$ cat config.mk
export PLATFORM = sky130hd
export DESIGN_NAME = rst_sequencer
export DESIGN_NICKNAME = d
export VERILOG_FILES = /design/src/rtl/rst_sequencer.sv
export SDC_FILE = /design/constraint.sdc
export NUM_CORES = 1
export LEC_CHECK = 0
export CAP_MARGIN = 20
export CORE_MARGIN = 8
export CORE_UTILIZATION = 50
export CTS_CLUSTER_DIAMETER = 60
export DETAILED_ROUTE_END_ITERATION = 8
export GPL_TIMING_DRIVEN = 0
export PLACE_DENSITY = 0.72
export SKIP_LAST_GASP = 1
export SLEW_MARGIN = 20
export SYNTH_ARGS = -nofsm -noshare
export SYNTH_HDL_FRONTEND = slang
export SYNTH_SLANG_ARGS = --single-unit
$ cat constraint.sdc
create_clock -name clk -period 3.92 [get_ports clk]
set_input_delay 1.176 -clock clk [delete_from_list [all_inputs] [get_ports clk]]
set_output_delay 1.176 -clock clk [all_outputs]
set_load 0.02 [all_outputs]
$ cat src/rtl/rst_sequencer.sv
// -----------------------------------------------------------------------------
// rst_sequencer
//
// Purpose:
//   Power-up / recovery reset sequencer for NUM_CH active-low reset channels.
//   The lock input of a PLL/MMCM is synchronised and debounced. Once the lock
//   is qualified, all channels are held for HOLD_CYCLES cycles. They are then
//   released one at a time in ascending index order, STAGGER cycles apart.
//   After the last release the sequencer reports READY. Losing lock, or a
//   soft reset request, drops every channel back into reset and restarts the
//   sequence. Lock losses seen while running are counted in a saturating
//   8-bit counter.
//
// Ports:
//   clk       in   single clock for all logic
//   rst       in   asynchronous active-high reset
//   locked    in   PLL/MMCM lock, asynchronous to clk
//   soft_rst  in   synchronous active-high re-sequence request
//   rst_x_o   out  [NUM_CH-1:0] per-channel active-low resets (bit k = ch k)
//   ready     out  high only while every channel is released (RUN state)
//   loss_cnt  out  [7:0] saturating count of lock losses detected in RUN
//
// All outputs come straight from flops; none depends combinationally on an
// input.
// -----------------------------------------------------------------------------
module rst_sequencer #(
    parameter int NUM_CH      = 4,    // 1..16
    parameter int HOLD_CYCLES = 100,  // >= 1
    parameter int STAGGER     = 8,    // >= 1
    parameter int FILT_LEN    = 16    // >= 1
) (
    input  logic              clk,
    input  logic              rst,
    input  logic              locked,
    input  logic              soft_rst,
    output logic [NUM_CH-1:0] rst_x_o,
    output logic              ready,
    output logic [7:0]        loss_cnt
);

    // -------------------------------------------------------------------------
    // Widths and constants
    // -------------------------------------------------------------------------
    // One shared counter times both the hold phase and the stagger gaps, so it
    // is sized for whichever terminal value is larger.
    localparam int CNT_MAX = (HOLD_CYCLES > STAGGER) ? (HOLD_CYCLES - 1) : (STAGGER - 1);
    localparam int CNT_W   = (CNT_MAX < 1) ? 1 : $clog2(CNT_MAX + 1);
    localparam int IDX_W   = (NUM_CH < 2) ? 1 : $clog2(NUM_CH);
    localparam int FILT_W  = $clog2(FILT_LEN + 1);

    localparam logic [CNT_W-1:0]  HOLD_LAST = CNT_W'(HOLD_CYCLES - 1);
    localparam logic [CNT_W-1:0]  STAG_LAST = CNT_W'(STAGGER - 1);
    localparam logic [IDX_W-1:0]  IDX_LAST  = IDX_W'(NUM_CH - 1);
    localparam logic [FILT_W-1:0] FILT_FULL = FILT_W'(FILT_LEN);
    localparam logic [7:0]        LOSS_MAX  = 8'hFF;

    typedef enum logic [1:0] {
        S_HOLD    = 2'd0,
        S_COUNT   = 2'd1,
        S_RELEASE = 2'd2,
        S_RUN     = 2'd3
    } state_t;

    // -------------------------------------------------------------------------
    // Registers and their next-state values
    // -------------------------------------------------------------------------
    logic              sync_meta_reg;
    logic              lk_s_reg;
    logic [FILT_W-1:0] filt_reg;
    logic [FILT_W-1:0] filt_next;

    state_t            state_reg;
    state_t            state_next;
    logic [CNT_W-1:0]  cnt_reg;
    logic [CNT_W-1:0]  cnt_next;
    logic [IDX_W-1:0]  idx_reg;
    logic [IDX_W-1:0]  idx_next;

    logic [NUM_CH-1:0] rst_x_reg;
    logic [NUM_CH-1:0] rst_x_next;
    logic              ready_reg;
    logic              ready_next;
    logic [7:0]        loss_reg;
    logic [7:0]        loss_next;

    logic              lk_ok;
    logic              abort;
    logic              lock_lost;
    logic [NUM_CH-1:0] chan_hit;

    // -------------------------------------------------------------------------
    // Lock synchroniser: two flops, nothing downstream sees the raw input.
    // -------------------------------------------------------------------------
    always_ff @(posedge clk or posedge rst) begin
        if (rst) begin
            sync_meta_reg <= 1'b0;
            lk_s_reg      <= 1'b0;
        end else begin
            sync_meta_reg <= locked;
            lk_s_reg      <= sync_meta_reg;
        end
    end

    // -------------------------------------------------------------------------
    // Lock filter: counts consecutive synchronised-high cycles, saturating at
    // FILT_LEN. Any low cycle restarts qualification from zero. A soft reset
    // deliberately leaves the filter alone so a re-sequence does not have to
    // re-qualify a lock that never went away.
    // -------------------------------------------------------------------------
    always_comb begin
        filt_next = filt_reg;
        if (!lk_s_reg) begin
            filt_next = '0;
        end else if (filt_reg != FILT_FULL) begin
            filt_next = filt_reg + FILT_W'(1);
        end
    end

    always_ff @(posedge clk or posedge rst) begin
        if (rst) begin
            filt_reg <= '0;
        end else begin
            filt_reg <= filt_next;
        end
    end

    assign lk_ok = (filt_reg == FILT_FULL);

    // Abort applies in every state except HOLD; losing lock takes priority
    // over any progress the sequence would otherwise make on this edge.
    assign abort     = (state_reg != S_HOLD) && (!lk_s_reg || soft_rst);
    assign lock_lost = (state_reg == S_RUN) && !lk_s_reg;

    // -------------------------------------------------------------------------
    // FSM process 1: state register (with cnt/idx and registered outputs)
    // -------------------------------------------------------------------------
    always_ff @(posedge clk or posedge rst) begin
        if (rst) begin
            state_reg <= S_HOLD;
            cnt_reg   <= '0;
            idx_reg   <= '0;
            rst_x_reg <= '0;
            ready_reg <= 1'b0;
            loss_reg  <= '0;
        end else begin
            state_reg <= state_next;
            cnt_reg   <= cnt_next;
            idx_reg   <= idx_next;
            rst_x_reg <= rst_x_next;
            ready_reg <= ready_next;
            loss_reg  <= loss_next;
        end
    end

    // -------------------------------------------------------------------------
    // FSM process 2: next-state logic
    // -------------------------------------------------------------------------
    always_comb begin
        state_next = state_reg;
        cnt_next   = cnt_reg;
        idx_next   = idx_reg;

        if (abort) begin
            state_next = S_HOLD;
            cnt_next   = '0;
            idx_next   = '0;
        end else begin
            case (state_reg)
                S_HOLD: begin
                    if (lk_ok && !soft_rst) begin
                        state_next = S_COUNT;
                        cnt_next   = '0;
                        idx_next   = '0;
                    end
                end

                S_COUNT: begin
                    // HOLD_CYCLES edges are spent here (cnt 0..HOLD_CYCLES-1).
                    if (cnt_reg == HOLD_LAST) begin
                        state_next = S_RELEASE;
                        cnt_next   = '0;
                        idx_next   = '0;
                    end else begin
                        cnt_next = cnt_reg + CNT_W'(1);
                    end
                end

                S_RELEASE: begin
                    // The release of channel idx happens at cnt==0 (output
                    // process); the gap to the next channel ends at STAG_LAST.
                    // With STAGGER=1 both conditions hold on the same edge.
                    if (cnt_reg == STAG_LAST) begin
                        cnt_next = '0;
                        if (idx_reg == IDX_LAST) begin
                            state_next = S_RUN;
                        end else begin
                            idx_next = idx_reg + IDX_W'(1);
                        end
                    end else begin
                        cnt_next = cnt_reg + CNT_W'(1);
                    end
                end

                S_RUN: begin
                    // Stays here until an abort.
                end

                default: begin
                    state_next = S_HOLD;
                    cnt_next   = '0;
                    idx_next   = '0;
                end
            endcase
        end
    end

    // -------------------------------------------------------------------------
    // FSM process 3: output logic (next values of the registered outputs)
    // -------------------------------------------------------------------------
    // One-hot select of the channel released on this edge.
    generate
        for (genvar gi = 0; gi < NUM_CH; gi++) begin : g_chan_hit
            assign chan_hit[gi] = (state_reg == S_RELEASE) &&
                                  (cnt_reg == '0) &&
                                  (idx_reg == IDX_W'(gi));
        end
    endgenerate

    always_comb begin
        rst_x_next = rst_x_reg;
        ready_next = 1'b0;
        loss_next  = loss_reg;

        // Released channels are sticky; only HOLD or an abort re-asserts them.
        if (abort || (state_reg == S_HOLD)) begin
            rst_x_next = '0;
        end else begin
            rst_x_next = rst_x_reg | chan_hit;
        end

        // READY mirrors the state being entered, so it rises on the edge that
        // enters RUN and falls on the edge that leaves it.
        ready_next = (state_next == S_RUN);

        // A loss is counted once per abort from RUN with the lock low,
        // whether or not a soft reset arrived on the same edge.
        if (lock_lost && (loss_reg != LOSS_MAX)) begin
            loss_next = loss_reg + 8'd1;
        end
    end

    assign rst_x_o  = rst_x_reg;
    assign ready    = ready_reg;
    assign loss_cnt = loss_reg;

endmodule
== After elaboration in Yosys (flattened, before gate mapping) ==
Cells that the tools add are included.
Widths: inputs -> output; s select.

* Register bits: 31
* Bits of input ports: 4
* Output and inout bits: 13
* Word-level logic and storage cells: 71

* Add/subtract/negate cells: 4
* Equality and inequality tests: 17
* Muxes and demuxes: 20
* Bitwise gates (word level): 1
* Reductions and logical operators: 20

{| class="wikitable"
|+ Operators with widths
! cell !! count
|-
| $mux 7 || 4
|-
| $pmux 7 s3 || 1
|-
| $mux 2 || 10
|-
| $ne 3x3->1 const B || 4
|-
| $pmux 2 s3 || 2
|-
| $eq 2x2->1 const B || 5
|-
| $mux 5 || 2
|-
| $logic_and 1x1->1 || 9
|-
| $add 8x1->8 const B || 1
|-
| $ne 8x8->1 const B || 1
|-
| $add 7x1->7 const B || 1
|-
| $eq 7x3->1 const B || 1
|-
| $eq 7x7->1 const B || 1
|-
| $logic_not 7->1 || 1
|-
| $add 5x1->5 const B || 1
|-
| $eq 5x5->1 const B || 1
|-
| $ne 5x5->1 const B || 1
|-
| $reduce_and 5->1 || 1
|-
| $eq 2x1->1 const B || 2
|-
| $logic_not 2->1 || 2
|-
| $mux 4 || 1
|-
| $or 4x4->4 || 1
|-
| $reduce_bool 4->1 || 1
|-
| $add 2x1->2 const B || 1
|-
| 5 further kinds || 7
|}

== Depth between registers and ports, before layout ==
Gate-level depths: netlist (run 1).

* Depth in word-level cells: 6
* Depth in mapped cells: 8
* Mapped depth without buffers: 7

== Least setup slack after synthesis (run 1) ==
OpenSTA, ideal clock, no wires.

* Path kind: input-to-reg
* Start point: in soft_rst
* End point: reg cnt_reg[6]
* Library setup time: 0.126 ns
* Arrival: 2.258 ns
* Required time: 3.794 ns
* Path slack: 1.536 ns
* Cell stages on the path: 6
* Buffers on the path: 1
* Path through: and2b_2 > a21oi_1 > o31ai_1 > clkbuf_8 > nor2b_4 > a221o_1

* Word-level cells in the longest chain between the ends: 4
* Elaborated cells on any way between the ends: 8
* Classes of those cells: eq/ne: 1; mux: 1; reduce/logical: 6

{| class="wikitable"
|+ Ends and longest elaborated chain
! element !! line !! text
|-
| from (decl) || 35 || <nowiki>input logic soft_rst,</nowiki>
|-
| $logic_or 1x1->1 or $logic_not 1->1 (tied branches) || 131, 170 ||
|-
| $logic_and 1x1->1 (on tied branches) || 131, 170 ||
|-
| $ne 3x3->1 (no line) or $reduce_bool 4->1 (tied branches) || - ||
|-
| $reduce_and 2->1 (no line) || - ||
|-
| to (signal assigned) || 147 || <nowiki>cnt_reg <= cnt_next;</nowiki>
|-
| to (decl) || 74 || <nowiki>logic [CNT_W-1:0] cnt_reg;</nowiki>
|}

Parallel ways exist; a longest one is shown, timed or not.
A chain may end at the register's enable or synchronous reset.

== Final worst setup path (run 1) ==
Ends and elaborated chain as after synthesis.

==> reports/metrics.csv, run 1 <==
metric,value,unit
run status,"finished, final reports clean",
average wire per standard cell,13.5,um
Final Slew Violations,0,
count of hold-fix buffers inserted at cts,0,
final worst-path cycle share,70.1,%
critical path cell sequence,clkdlybuf4s50_1 -> and2b_2 -> o21ai_0 -> o21ba_1 -> nor2b_4 -> a221o_1,
cell area after layout,1980,um2
effective utilization at floorplan,51.5,%
Synth cell types,41,
post-route setup TNS,0,ns
count of unresolved DRC violations after routing,0,
setup repair after global routing missed its margin,no,
DRT antenna net count,0,
PnR worst setup slack,1.17,ns
largest net degree at the start of global routing,32,
Startpoint Class,input port,
initial detailed-routing violation count,88,
area occupied by registers,776,um2
root cell of the clock tree,clkbuf_4,
crit path max fanout,6,
multi-input gate area in the final layout,867,um2
signed area change from the synthesized netlist to the final layout,16.1,%
minimum setup slack after placement,0.868,ns
critical path startpoint,soft_rst,
Worst Path Required,4.12,ns
Crit Path Category,in -> reg,
count of instances resized after the clock tree is built,0,
fraction of registers with async set/reset,100,%
Final Power,532,uW
maximum single-stage delay on the critical path,0.51,ns
sequential-to-total area share from yosys stat,45.5,%
top cell family by delay on the critical path,compound AO/OA/AOI/OAI gates,
top-level port count,17,
Seq cells post-synth,31,
setup repair bufs after CTS,0,
count of maximum capacitance violations,0,
worst setup skew after layout,0.0123,ns
Final setup viols,0,
total CTS buffers,5,
peak clock frequency supported by timing,0.364,GHz
"Arr. time, crit path",2.95,ns
buffers plus inverters on the worst setup path,1,
final critical path time including I/O delays and setup,2.75,ns
max FFs per register,8,
global-route wire length before repair,5820,um
path type of the worst min-delay path,reg -> reg,
"most common cell after layout, fill and taps aside",dfrtp_1,
gr usage total,13.5,%
RD Place Congestion,0.815,
HPWL Detailed,2430,um
CTS H-tree depth,2,
Core ar.,3310,um2
clock sink count,31,
cell area after placement,1920,um2
WL final,3170,um
startpoint of the worst register-to-register path,filt_reg[0],
fraction of final layout cells with drive strength greater than 1,10.1,%
Yosys warnings,0,
Rows,21,
"Primary FF master, synth",dfrtp_1,
net count of the finished layout,206,
"leading cell types in the layout, fill and taps excluded","31 x dfrtp_1, 18 x nor2_1, 16 x clkdlybuf4s50_1, 14 x ha_1, 12 x nand2_1",
launch instance of the worst min-delay path,sync_meta_reg,
leakage power of the design,0.000886,uW
total overflow reported by the global router,0,
vias per cell,5.54,
number of global-route vias before repair,1308,
slowest stage cell on the critical path,clkdlybuf4s50_1,
"Cell Area, Synth",1700,um2
number of instances in the synthesized netlist,165,
synthesized area divided by synthesized cell count,10.3,um2
post-synth net total,183,
Skew-Pair Late Insertion Delay,0.33,ns
type of element capturing the critical path,flip-flop,
filler cell count,307,
Antenna diodes,0,
number of vias after detailed routing,1296,
length of the first detailed-routing pass in iterations,4,
peak supply drop,0.000194,V
Chip Width,74.4,um
antenna violations before repair,0,
TritonCTS clock tree,yes,
cell area power density,269,nW/um2
count of buffers inserted at the top-level ports,16,
die height,74.4,um
Die Outline Area,5530,um2
clk buf depth,2,
minimum setup slack among reg-to-reg paths,1.73,ns
"EDFF count, synth",0,
Rel. slew slack,58.4,%
Clock transition at path regs,0.08,ns
transition time at the pin with the least slew margin,0.623,ns
final-report hold violation count,0,
Yosys cell counts, types with 3 or more instances:
library cell	count	area [um2]
a21o_1	3	22.5
a21oi_1	7	35.0
a22o_1	4	35.0
and2_1	4	25.0
dfrtp_1	31	776
ha_1	14	175
inv_1	9	33.8
mux2_2	3	33.8
nand2_1	12	45.0
nand2b_1	3	18.8
nand3_1	6	30.0
nor2_1	18	67.6
nor3_1	4	20.0
o21ai_0	4	20.0
o31ai_1	3	22.5
xnor2_1	7	61.3
worst paths after layout:
path / to / depth (start not counted)
hold / removal: lk_s_reg / 0
setup / recovery: cnt_reg[6] / 6
setup reg to reg: idx_reg[0] / 8
min in group asynchronous: filt_reg[4] / 2
max in group asynchronous: sync_meta_reg / 2
hold reg to reg: lk_s_reg / 0
metal layers:
metal  share of wire, %  GRT usage, %  routed length (um)
met1                 44          14.9                1380
met2                 51          23.5                1600
met3                4.7          4.04                 150
met4                1.1          5.87                  35
met5                  0             0                   0
metrics by stage:
stage          utilization, %  hold WS, ns  cells
3_5_place_dp             58.0        0.341    227
3_3_place_gp             58.0        0.334    227
4_1_cts                  59.8        0.360    234
5_1_grt                  59.8        0.364    234
2_1_floorplan               -        0.331    165
6_report                 59.8        0.355    234
final cells by class:
| class | count | area share (%) |
|---|---|---|
| Buffer | 2 | 1.39 |
| Clock inverter | 1 | 0.253 |
| Clock buffer | 6 | 2.59 |
| Tap cell | 46 | 2.91 |
| Timing Repair Buffer | 16 | 8.10 |
| Sequential cell | 31 | 39.2 |
| Multi-Input combinational cell | 123 | 43.8 |
| Inverter | 9 | 1.71 |
power by group:
| group | leakage, uW | switching (uW) | total (uW) | internal [uW] |
|---|---|---|---|---|
| Clock | 0.0000341 | 103 | 186 | 83.0 |
| Sequential | 0.000426 | 3.26 | 326 | 323 |
| Combinational | 0.000426 | 11.3 | 19.0 | 7.68 |
| Total | 0.000886 | 118 | 532 | 414 |
worst register-to-register path, stage by stage, from the launching register on:
cell	delay [ns]
dfrtp_1	0.41
inv_1	0.10
ha_1	0.16
nand4bb_1	0.24
o21ai_0	0.31
o31ai_1	0.16
clkbuf_8	0.19
nor4b_1	0.34
mux2_2	0.22
logic make-up (layout without fill, tap and decap cells):
family | Yosys count | after routing | synth area share, %
DFF | 31 | 31 | 45.5
AOI/OAI and AO/OA | 33 | 33 | 14.2
adders and majority gates | 14 | 14 | 10.3
xor gates and xnor gates | 9 | 9 | 4.63
and+or+nand+nor | 64 | 64 | 19.7
buffers and inverters | 11 | 34 | 3.60
muxes | 3 | 3 | 1.98
No activity file was read; power rests on OpenSTA's default activity.
==> inputs of run 2 (changes only) <==
--- a/config.mk
+++ b/config.mk
@@ -11,7 +11,7 @@
 export CTS_CLUSTER_DIAMETER = 60
 export DETAILED_ROUTE_END_ITERATION = 8
 export GPL_TIMING_DRIVEN = 0
-export PLACE_DENSITY = 0.72
+export PLACE_DENSITY = 0.75
 export SKIP_LAST_GASP = 1
 export SLEW_MARGIN = 20
 export SYNTH_ARGS = -nofsm -noshare
==> constraint.sdc (replaced) <==
create_clock -name clk -period 2.35 [get_ports clk]
set_input_delay 0.705 -clock clk [delete_from_list [all_inputs] [get_ports clk]]
set_output_delay 0.705 -clock clk [all_outputs]
set_load 0.02 [all_outputs]
==> run 2 against run 1 <==
Net effect:
- global-route usage grew 0.29 points
- design area grew 1.5%
- non-clock buffer count is the same
- highest routed layer unchanged
- final cell count grew 0.43%
- first-iteration DRC count shrank 28%
- via count shrank 0.54%
- total power grew 89%
- register-to-register slack lost 1.6 ns
- critical path type unchanged
- clock power grew 130%
- utilization grew 0.91 points
- sequential power grew 67%
- largest power group unchanged
- die area is the same
==> reports/metrics.csv, run 2 (same netlist as run 1, synthesis figures left out) <==
metric,value,unit
global-route wire length before repair,5930,um
average wire per standard cell,14.0,um
cell area power density,501,nW/um2
multi-input gate area in the final layout,867,um2
vias per cell,5.49,
RD Place Congestion,0.754,
Worst Path Required,2.63,ns
count of hold-fix buffers inserted at cts,0,
cell area after placement,1920,um2
max FFs per register,8,
gr usage total,13.8,%
HPWL Detailed,2410,um
count of maximum capacitance violations,0,
number of global-route vias before repair,1369,
transition time at the pin with the least slew margin,0.645,ns
Final Slew Violations,0,
antenna violations before repair,0,
"Arr. time, crit path",2.54,ns
WL final,3300,um
DRT antenna net count,0,
Skew-Pair Late Insertion Delay,0.33,ns
CTS H-tree depth,2,
"most common cell after layout, fill and taps aside",dfrtp_1,
peak supply drop,0.000269,V
Final Power,1010,uW
root cell of the clock tree,clkbuf_4,
final critical path time including I/O delays and setup,2.26,ns
clk buf depth,2,
Core ar.,3310,um2
PnR worst setup slack,0.0885,ns
Final setup viols,0,
Chip Width,74.4,um
net count of the finished layout,206,
total overflow reported by the global router,0,
largest net degree at the start of global routing,32,
signed area change from the synthesized netlist to the final layout,17.8,%
area occupied by registers,776,um2
minimum hold slack,0.366,ns
worst setup skew after layout,0.0101,ns
length of the first detailed-routing pass in iterations,4,
Crit Path Category,in -> reg,
effective utilization at floorplan,51.5,%
type of element capturing the critical path,flip-flop,
TritonCTS clock tree,yes,
critical path startpoint,soft_rst,
minimum setup slack among reg-to-reg paths,0.17,ns
top-level port count,17,
Die Outline Area,5530,um2
"leading cell types in the layout, fill and taps excluded","31 x dfrtp_1, 18 x nor2_1, 16 x clkdlybuf4s50_1, 14 x ha_1, 12 x nand2_1",
setup repair bufs after CTS,0,
count of instances resized after the clock tree is built,0,
Rel. slew slack,56.9,%
number of vias after detailed routing,1289,
Rows,21,
die height,74.4,um
run status,"finished, final reports clean",
setup repair after global routing missed its margin,no,
fraction of final layout cells with drive strength greater than 1,10.6,%
total CTS buffers,5,
Clock transition at path regs,0.10,ns
final worst-path cycle share,96.2,%
launch instance of the worst min-delay path,sync_meta_reg,
path type of the worst min-delay path,reg -> reg,
filler cell count,288,
Startpoint Class,input port,
Antenna diodes,0,
initial detailed-routing violation count,63,
minimum setup slack after placement,-0.240,ns
peak clock frequency supported by timing,0.442,GHz
leakage power of the design,0.000901,uW
count of unresolved DRC violations after routing,0,
final-report hold violation count,0,
count of buffers inserted at the top-level ports,16,
clock sink count,31,
cell area after layout,2010,um2
crit path max fanout,10,
startpoint of the worst register-to-register path,filt_reg[0],
run 2: cell types whose count changed in the layout (fill, tap and decap cells not counted), sizes merged:
cell and change:
bufinv +1
run 2: routing by layer:
| metal | up-vias | wire [um] | track usage, % |
|---|---|---|---|
| li1 | 630 | - | - |
| met1 | 634 | 1410 | 14.6 |
| met2 | 21 | 1700 | 24.4 |
| met3 | 4 | 165 | 4.45 |
| met4 | 0 | 24 | 6.30 |
| met5 | - | 0 | 0 |
run 2: cell type report:
cell class	instances	share of cell area, %
Sequential cell	31	38.6
Timing Repair Buffer	16	7.98
Clock inverter	2	1.74
Inverter	9	1.68
Tap cell	46	2.87
Clock buffer	6	2.55
Multi-Input combinational cell	123	43.2
Buffer	2	1.37
run 2: where the power goes:
group	switching [uW]	leakage [uW]	internal, uW	total [uW]
Sequential	5.35	0.000426	539	544
Clock	180	0.0000482	251	431
Combinational	19.0	0.000426	12.7	31.7
Total	204	0.000901	803	1010
run 2: path summary, 6_finish.rpt:
| kind | endpoint | cells after the start |
|---|---|---|
| max | idx_reg[0] | 7 |
| min | lk_s_reg | 0 |
| max reg2reg | idx_reg[0] | 8 |
| min reg2reg | lk_s_reg | 0 |
| max in group asynchronous | ready | 2 |
| min in group asynchronous | cnt_reg[2] | 2 |
run 2: worst max-delay path, stage by stage:
cell and delay [ns]:
clkdlybuf4s50_1 0.51, and2b_2 0.27, a21oi_1 0.17, o31ai_1 0.11
clkbuf_8 0.19, nor4b_1 0.36, mux2_2 0.23
run 2: through the flow:
stage          utilization [%]  instances  TNS (ns)
2_1_floorplan                -        165         0
3_3_place_gp              58.0        227    -0.961
3_5_place_dp              58.0        227     -1.36
4_1_cts                   60.7        235         0
5_1_grt                   60.7        235         0
6_report                  60.7        235         0
==> inputs of run 3 (changes only) <==
--- a/config.mk
+++ b/config.mk
@@ -11,7 +11,7 @@
 export CTS_CLUSTER_DIAMETER = 60
 export DETAILED_ROUTE_END_ITERATION = 8
 export GPL_TIMING_DRIVEN = 0
-export PLACE_DENSITY = 0.75
+export PLACE_DENSITY = 0.74
 export SKIP_LAST_GASP = 1
 export SLEW_MARGIN = 20
 export SYNTH_ARGS = -nofsm -noshare
==> run 3 against run 2 <==
Net effect:
- design area fell by 1.2%
- utilization decreased by 0.72 points
- critical endpoint is now cnt_reg[6]
- fmax grew 1.3%
- largest cell class unchanged
- flip-flop and latch count is the same
- final cell count fell by 0.43%
- wire length is 1.0% higher
==> reports/metrics.csv, run 3 (same netlist as run 1, synthesis figures left out) <==
metric,value,unit
Die Outline Area,5530,um2
TritonCTS clock tree,yes,
number of global-route vias before repair,1249,
cell area after layout,1980,um2
Clock transition at path regs,0.08,ns
count of instances resized after the clock tree is built,0,
type of element capturing the critical path,flip-flop,
die height,74.4,um
Skew-Pair Late Insertion Delay,0.33,ns
final-report hold violation count,0,
count of maximum capacitance violations,0,
RD Place Congestion,0.915,
final critical path time including I/O delays and setup,2.23,ns
capture point of the worst reg-to-reg path,idx_reg[0],
"Arr. time, crit path",2.44,ns
number of vias after detailed routing,1321,
filler cell count,291,
Final setup viols,0,
startpoint of the worst register-to-register path,filt_reg[0],
clk buf depth,2,
top-level port count,17,
share of total power in combinational logic,3.5,%
gr usage total,13.0,%
net count of the finished layout,206,
Startpoint Class,input port,
count of hold-fix buffers inserted at cts,0,
signed area change from the synthesized netlist to the final layout,16.4,%
slowest stage cell on the critical path,clkdlybuf4s50_1,
number of stages on the worst hold path,0,
peak supply drop,0.000257,V
total overflow reported by the global router,0,
maximum single-stage delay on the critical path,0.50,ns
effective utilization at floorplan,51.5,%
crit path max fanout,6,
buffers plus inverters on the worst setup path,1,
launch instance of the worst min-delay path,sync_meta_reg,
top cell family by delay on the critical path,compound AO/OA/AOI/OAI gates,
minimum setup slack among reg-to-reg paths,0.22,ns
worst setup skew after layout,0.00867,ns
run status,"finished, final reports clean",
fraction of final layout cells with drive strength greater than 1,10.6,%
Rows,21,
clock sink count,31,
vias per cell,5.65,
final design utilization,59.9,%
total CTS buffers,5,
count of unresolved DRC violations after routing,0,
leakage power of the design,0.000888,uW
path type of the worst min-delay path,reg -> reg,
length of the first detailed-routing pass in iterations,4,
cell area after placement,1920,um2
Final Slew Violations,0,
Chip Width,74.4,um
global-route wire length before repair,5580,um
cell area power density,446,nW/um2
peak clock frequency supported by timing,0.448,GHz
final worst-path cycle share,95.0,%
number of cells traversed by the worst register-to-register path,8,
WL final,3330,um
minimum hold slack,0.355,ns
transition time at the pin with the least slew margin,0.627,ns
antenna violations before repair,0,
average wire per standard cell,14.2,um
setup repair after global routing missed its margin,no,
root cell of the clock tree,clkbuf_4,
Net Sw Frac,22.1,%
part of the power in the clock network,35.1,%
initial detailed-routing violation count,52,
Worst Hold Path EP,lk_s_reg,
setup repair bufs after CTS,0,
sequential power share,61.4,%
count of buffers inserted at the top-level ports,16,
largest net degree at the start of global routing,32,
Psw,196,uW
internal power,690,uW
critical path cell sequence,clkdlybuf4s50_1 -> and2b_2 -> o21ai_1 -> o21ba_1 -> nor2b_4 -> a221o_1,
"leading cell types in the layout, fill and taps excluded","31 x dfrtp_1, 18 x nor2_1, 16 x clkdlybuf4s50_1, 14 x ha_1, 12 x nand2_1",
Worst Path Required,2.55,ns
HPWL Detailed,2500,um
"most common cell after layout, fill and taps aside",dfrtp_1,
Core ar.,3310,um2
Rel. slew slack,58.2,%
CTS H-tree depth,2,
max FFs per register,8,
post-route setup TNS,0,ns
Crit Path Category,in -> reg,
Antenna diodes,0,
DRT antenna net count,0,
-- run 3: cell count changes in the layout (fill, tap and decap cells not counted) --
cell,change
o21ai_0,-1
bufinv_16,-1
nor4b_1,-1
nor4b_2,+1
o21ai_1,+1
-- run 3: layer usage --
metal / share of wire [%] / vias up / global-route usage (%)
met1: 41 / 650 / 14.0
met5: 0 / - / 0
met2: 52 / 38 / 22.4
met3: 5.4 / 6 / 3.91
li1: - / 627 / -
met4: 1.6 / 0 / 6.52
-- run 3: metrics by stage --
step,instances,total power (uW),worst slack [ns]
floorplan,165,574,0.437
global placement,227,584,-0.185
detailed placement,227,587,-0.304
CTS,234,896,0.0332
global route,234,927,0.0155
finish,234,886,0.118
-- run 3: power groups by stage --
stage	sequential (uW)	combinational, uW	clock [uW]
after global routing	545	36.2	346
after CTS	544	32.1	320
after floorplan	553	21.2	0
final	544	30.8	311
after detailed placement	555	32.1	0
after global placement	554	30.1	0
-- run 3: how the worst max path moves through the flow --
stage / from / to / slack (ns) / cells past startpoint
floorplan: soft_rst / cnt_reg[6] / 0.44 / 6
finish: soft_rst / cnt_reg[6] / 0.12 / 6
detailed placement: soft_rst / cnt_reg[6] / -0.30 / 6
global placement: soft_rst / idx_reg[0] / -0.18 / 7
CTS: soft_rst / cnt_reg[6] / 0.03 / 6
global route: filt_reg[0] / idx_reg[0] / 0.02 / 8
-- run 3: layout make-up --
type	instances	area [um2]	share of cell area (%)
multi-input combinational	123	873	44.0
tap	46	57.6	2.90
inverter	9	33.8	1.70
buffer	2	27.5	1.39
clock buffer	6	51.3	2.59
clock inverter	1	5.00	0.252
timing repair buffer	16	160	8.07
sequential	31	776	39.1
